<file path="src/rtl/hilo_mul_controller.sv">
// hilo_mul_controller: iterative 32x32 multiply sequencer that owns the HI/LO registers
module hilo_mul_controller #(
    parameter int BPC = 4
) (
    input  logic        clk,
    input  logic        rst,
    input  logic [3:0]  Op,
    input  logic        OpValid,
    input  logic [31:0] A,
    input  logic [31:0] B,
    input  logic        Flush,
    output logic        Stall,
    output logic        Busy,
    output logic [31:0] Result,
    output logic        ResultValid,
    output logic [31:0] HI,
    output logic [31:0] LO
);
    localparam int N  = 32 / BPC;
    localparam int CW = $clog2(N) + 1;
    localparam logic [3:0] OP_MULT = 4'd1, OP_MULTU = 4'd2, OP_MADD = 4'd3, OP_MADDU = 4'd4,
                           OP_MSUB = 4'd5, OP_MSUBU = 4'd6, OP_MTHI = 4'd7, OP_MTLO = 4'd8,
                           OP_MFHI = 4'd9, OP_MFLO = 4'd10, OP_MUL = 4'd11;
    typedef enum logic [1:0] {IDLE, CALC, FIX, ACC} state_t;
    state_t        state;
    logic [3:0]    op_q;
    logic          neg;
    logic [63:0]   mcand;
    logic [31:0]   mplier;
    logic [CW-1:0] cnt;
    logic [63:0]   p;
    logic [63:0]   prod;
    logic          is_nop, is_mul, is_signed, accept, mf_hi, mf_lo, mul_rv;
    logic [31:0]   a_abs, b_abs;
    logic [63:0]   pp, acc_next;
    assign is_nop    = (Op == 4'd0) || (Op >= 4'd12);
    assign is_mul    = (Op >= OP_MULT && Op <= OP_MSUBU) || Op == OP_MUL;
    assign is_signed = Op == OP_MULT || Op == OP_MADD || Op == OP_MSUB || Op == OP_MUL;
    assign Stall     = OpValid && !is_nop && Busy;
    assign accept    = OpValid && !Stall && !Flush && state == IDLE;
    assign mf_hi     = accept && Op == OP_MFHI;
    assign mf_lo     = accept && Op == OP_MFLO;
    assign mul_rv    = state == ACC && op_q == OP_MUL && !Flush;
    // 0x80000000 negates to itself, which is exactly its unsigned magnitude
    assign a_abs     = A[31] ? -A : A;
    assign b_abs     = B[31] ? -B : B;
    assign pp        = mcand * 64'(mplier[BPC-1:0]);
    always_comb begin
        ResultValid = mf_hi || mf_lo || mul_rv;
        Result      = mf_hi ? HI : mf_lo ? LO : mul_rv ? prod[31:0] : 32'd0;
        acc_next    = (op_q == OP_MADD || op_q == OP_MADDU) ? {HI, LO} + prod :
                      (op_q == OP_MSUB || op_q == OP_MSUBU) ? {HI, LO} - prod : prod;
    end
    always_ff @(posedge clk) begin
        if (rst) begin
            state  <= IDLE;
            Busy   <= 1'b0;
            HI     <= '0;
            LO     <= '0;
            op_q   <= '0;
            neg    <= 1'b0;
            mcand  <= '0;
            mplier <= '0;
            cnt    <= '0;
            p      <= '0;
            prod   <= '0;
        end else if (Flush && state != IDLE) begin
            state <= IDLE;
            Busy  <= 1'b0;
        end else begin
            case (state)
                IDLE: if (accept) begin
                    if (Op == OP_MTHI) HI <= A;
                    if (Op == OP_MTLO) LO <= A;
                    if (is_mul) begin
                        op_q   <= Op;
                        mcand  <= {32'd0, is_signed ? a_abs : A};
                        mplier <= is_signed ? b_abs : B;
                        neg    <= is_signed && (A[31] ^ B[31]);
                        p      <= '0;
                        cnt    <= CW'(N - 1);
                        state  <= CALC;
                        Busy   <= 1'b1;
                    end
                end
                CALC: begin
                    p      <= p + pp;
                    mcand  <= mcand << BPC;
                    mplier <= mplier >> BPC;
                    cnt    <= cnt - 1'b1;
                    if (cnt == '0) state <= FIX;
                end
                FIX: begin
                    prod  <= neg ? -p : p;
                    state <= ACC;
                end
                default: begin
                    if (op_q != OP_MUL) {HI, LO} <= acc_next;
                    state <= IDLE;
                    Busy  <= 1'b0;
                end
            endcase
        end
    end
endmodule
</file>
<file path="config.mk">
export PLATFORM = sky130hd
export DESIGN_NAME = hilo_mul_controller
export DESIGN_NICKNAME = d
export VERILOG_FILES = /design/src/rtl/hilo_mul_controller.sv
export SDC_FILE = /design/constraint.sdc
export NUM_CORES = 2
export LEC_CHECK = 0
export CORE_UTILIZATION = 45
export CTS_CLUSTER_SIZE = 14
export DETAILED_ROUTE_END_ITERATION = 12
export GPL_TIMING_DRIVEN = 0
export PLACE_DENSITY = 0.69
export SLEW_MARGIN = 20
export SYNTH_ARGS = -nofsm -noshare
export SYNTH_HDL_FRONTEND = slang
export SYNTH_SLANG_ARGS = --single-unit
export TNS_END_PERCENT = 50
</file>
<file path="constraint.sdc">
create_clock -name clk -period 7.2 [get_ports clk]
set_input_delay 1.08 -clock clk [delete_from_list [all_inputs] [get_ports clk]]
set_output_delay 1.08 -clock clk [all_outputs]
set_load 0.02 [all_outputs]
</file>
Word-level counts from Yosys, hierarchy flattened
Cells that the tools add are included.
Storage, ports and cells
  bits of input ports: 72
  register bits: 300
Operators by class
  mux-type cells: 37
  equal/unequal tests: 22
  bitwise operators: 3
  reductions and logical operators: 39
  add/subtract/negate cells: 7
  multipliers: 1
  magnitude comparators: 3
Operator list (number)
  $mux 32: 15
  $mux 64: 7
  $pmux 64 s2: 2
  $pmux 32 s2: 3
  $add 64x64->64: 2
  $mul 64x4->64: 1
  $neg 32->32: 2
  $neg 64->64: 1
  $sub 64x64->64: 1
  $eq 4x3->1 const B: 5
  $eq 4x4->1 const B: 5
  $logic_and 1x1->1: 12
  $reduce_and 5->1: 2
  $logic_or 1x1->1: 9
  $eq 4x2->1 const B: 2
  $logic_not 4->1: 2
  $mux 4: 2
  $pmux 4 s2: 1
  $reduce_and 4->1: 2
  $mux 2: 3
  $ne 2x2->1 const B: 3
  $pmux 2 s3: 1
  $reduce_and 3->1: 2
  $reduce_bool 2->1: 3
  other kinds (17): 24

Logic depth before layout (Yosys ltp)
  depth after elaboration: 12
  depth in mapped cells: 22
  gate-level depth less buffers: 20

Worst setup path before layout
No wires, ideal clock.
  path kind: reg2reg
  start: reg mplier[2]
  end: reg p[58]
  arrival time: 5168 ps
  setup time: 117 ps
  path slack: 1915 ps
  stages on the path, launching flop included: 23
  buffers on the path: 3
  clock period less this slack: 5285 ps
  required time: 7083 ps
  cell sequence: dfxtp_1 -> clkbuf_1 -> clkbuf_1 -> and2_1 -> fa_1 -> fa_1 -> inv_1 -> fa_1 -> inv_1 -> ha_1 -> clkbuf_1 -> a21o_1 -> a21o_1 -> a21o_1 -> a31o_2 -> o311ai_1 -> a31oi_1 -> a21boi_0 -> o21ai_1 -> a31oi_1 -> o21bai_1 -> xor2_1 -> a22o_1
Between the ends
  word-level cells in the longest chain between the ends: 3
Ends and longest elaborated chain
  from (decl): line 29  | logic [31:0] mplier;
  from (signal assigned): line 78  | mplier <= is_signed ? b_abs : B;
  from (signal assigned): line 89  | mplier <= mplier >> BPC;
  $mul 64x4->64: line 47  | assign pp = mcand * 64'(mplier[BPC-1:0]);
  $add 64x64->64: line 87  | p <= p + pp;
  $pmux 64 s2: line 71  | case (state)
  to (signal assigned): line 87
  to (decl): line 31  | logic [63:0] p;
Every way passes these cells.
A chain may end at the register's enable or synchronous reset.

Worst setup path in the final report
  start: reg mplier[1]
  end: reg p[60]
Same word-level chain as after synthesis.

==> metrics.txt <==
Final Cycle Share=between 90% and 100%; final instance area=37,000 um2; Avg Vias per Cell=6.26; Crit Path Category=reg2reg; CP Max Fanout=10; Hold Vio Cnt, Final=0; Final Non-Filler Cells=5,615; htree depth=2; worst hold path class=reg2reg; DRC viols=0; # setup viols final=0; CTS root buf=clkbuf_16; RePlAce Congestion=around 1.1; Tmin final=approximately 6800 ps; fin. max-slew vios=0; Clock Path Buffers=3; layout cells sized above 1=between 3 and 4%; Worst Tran Pin Value=between 1000 and 1500 ps; vias=35,100; leakage power=around 16 nW; CTS Sinks=300; Clk network pwr share=20.0%; setup_tns=0 ps; Die ar.=74,200 um2; DR WL/cell=25.8 um; status=complete, no violations; most frequent cells in the layout=496 x inv_1, 401 x a21oi_1, 400 x nand2_1; CORE AREA=between 70,000 and 80,000 um2; area grow syn2layout=12.5%; Combinational Power Share=57.9%; Skew-Pair Late Insertion Delay=600 ps; largest net degree at the start of global routing=15; Mapped Nets=4,886; Post-synth EDFFs=0; Avg Cell Area, Syn=7.43 um2; vias in the first global route=roughly 33,000; Reg power frac=between 20 and 25%; Gate Count Post-Synth=approximately 4,400; total grt overflow=0; Die Ht=between 200 and 300 um; post-layout utilization of the core=51.4%; final net count=around 5,100; Overall Global Routing Usage=between 30% and 40%; initial core utilization=a little under half; Post-synth top flop=dfxtp_1; Ports=~170; Pint=4.63 mW; Netlist cell types=96; first-pass GRT wire length=approximately 210 mm; sequential fraction of the synthesis area=18.2%; Die W=272 um; Clock transition at path regs=roughly 60 ps; Num CTS Buffers=36; Switch Pwr=roughly 5 mW; largest cells by area after synthesis=dfxtp_1 18%, fa_1 11%, ha_1 7.6%; Worst Setup End Kind=register; flop2flop setup slack=between 400 and 500 ps; commonest non-fill, non-tap cell in the layout=inv_1; post-synthesis cell area=approximately 33,000 um2; Max VDD drop=0.231 mV; # rows=approximately 100; fmax=148 MHz; unrepaired setup endpoints after global routing=no; Pwr Density=263 nW/um2; Max-slew headroom=10.3%; skew final=around 44 ps; DRT iter0 DRCs=4,776; register bit total from synthesis=300; share of the synthesized area in the top cell type=between 10% and 20%; number of placed instances with taps included=5,546; Critical Path AT=just over 7000 ps; Placed Area=~36,000 um2; drt pass-1 iters=12; antenna viol nets, final=0; max cap viols=0; Final Routed Wirelength=~140 mm; CP Launch Type=register; ys async rst share=0%; warnings from Yosys=0; CTS tree=built; dominant cell type by area after synthesis=dfxtp_1; DP HPWL=around 120 mm; switch share=roughly 52%; initial antenna violation count=6; I/O Buffers=167; Worst EP required=around 7700 ps
## sequential cells by signal (all words and copies together) (netlist names)
signal / flops
cnt: 4
mplier: 32
state: 2
HI: 32
prod: 64
Busy: 1
neg: 1
p: 64
mcand: 64
op_q: 4
LO: 32
## repair_timing
action                                  in CTS  in global routing
pin swaps                                    0                  0
gates resized for setup                      1                  4
hold buffers                                 0                  0
setup buffers                                0                  0
endpoints found under the setup margin       2                  3
## area by class of cell
class,count,area [um2]
Antenna cell,4,10.0
Buffer,268,1030
Clock buffer,49,1020
Clock inverter,16,209
Fill cell,7183,34900
Inverter,500,1880
Multi-Input combinational cell,3361,24000
Sequential cell,300,6010
Tap cell,950,1190
Timing Repair Buffer,167,1670
## logic make-up (layout without fill, tap and decap cells)
| group | after synthesis | in the layout | synth area share, % |
|---|---|---|---|
| AO/OA/AOI/OAI | 1338 | 1338 | 27.4 |
| XOR/XNOR | 200 | 200 | 5.32 |
| adder cells (fa/ha/maj) | 385 | 385 | 18.8 |
| buffers and inverters | 768 | 1000 | 8.83 |
| flip-flops | 300 | 300 | 18.2 |
| multiplexers | 10 | 10 | 0.304 |
| other | 0 | 4 | 0 |
| AND/OR/NAND/NOR | 1428 | 1428 | 21.0 |
## power by group through the flow
| stage | Clock [mW] | Combinational (mW) | Sequential (mW) |
|---|---|---|---|
| 3_3_place_gp | 0 | 5.33 | 2.15 |
| 5_1_grt | 2.01 | 5.84 | 2.14 |
| 2_1_floorplan | 0 | 3.40 | 2.04 |
| 6_report | 1.94 | 5.63 | 2.16 |
| 3_5_place_dp | 0 | 5.31 | 2.15 |
| 4_1_cts | 1.95 | 5.33 | 2.12 |
## worst paths after layout
| path | start | cells past startpoint | end |
|---|---|---|---|
| worst min-delay path | mplier[21] | 2 | mplier[21] |
| worst max-delay path | mplier[1] | 20 | p[60] |
| worst min register to register | mplier[21] | 2 | mplier[21] |
| worst max register to register | mplier[1] | 20 | p[60] |
## per-stage QoR
step	total power, mW	setup WS (ps)	hold slack, ps
detailed placement	7.46	-7.05	445
floorplan	5.44	1920	432
global placement	7.48	-21.5	439
CTS	9.40	212	451
finish	9.72	445	454
global route	9.99	114	465
## worst max-delay path: stages (launching register included)
cell      delay (ps)
dfxtp_1          300
clkbuf_1         630
clkbuf_2         480
nand2_1          120
fa_1             480
fa_1             510
fa_1             510
inv_1             40
ha_1             340
o21ai_0          120
o21ai_0          440
nand4_1          250
a31oi_1          540
nand3_1          210
a31oi_1          310
a21oi_1          180
or3_1            410
a31oi_1          260
a311oi_1         150
xnor2_1          160
a22o_1           200
## cells in the mapped netlist, drive strengths merged (14+ instances only)
| cell | number |
|---|---|
| a22oi | 36 |
| o41ai | 21 |
| o22ai | 19 |
| nor4 | 22 |
| a221oi | 40 |
| clkbuf | 239 |
| and3 | 30 |
| xor2 | 58 |
| a31oi | 60 |
| xnor2 | 142 |
| a22o | 28 |
| a32oi | 15 |
| nand2 | 400 |
| o221ai | 37 |
| ha | 201 |
| nor2 | 343 |
| o211ai | 31 |
| nand4 | 44 |
| and2 | 245 |
| a222oi | 32 |
| o21ai | 201 |
| inv | 498 |
| or3 | 19 |
| nor2b | 28 |
| a221o | 22 |
| a21o | 81 |
| dfxtp | 300 |
| fa | 184 |
| o21bai | 44 |
| nor3 | 77 |
| o31ai | 55 |
| buf | 29 |
| a21oi | 402 |
| a211o | 14 |
| or2 | 16 |
| a211oi | 93 |
| nand3 | 130 |
| nand2b | 41 |
| or4 | 16 |
## per-layer routing
layer | up-vias | share of wire (%) | GRT usage, %
met5 | - | 0.059 | 0
met3 | 492 | 11 | 8.21
met2 | 2046 | 41 | 56.2
met4 | 6 | 7.9 | 25.9
met1 | 16700 | 40 | 48.8
li1 | 15900 | - | -
No activity file was read; power rests on OpenSTA's default activity.
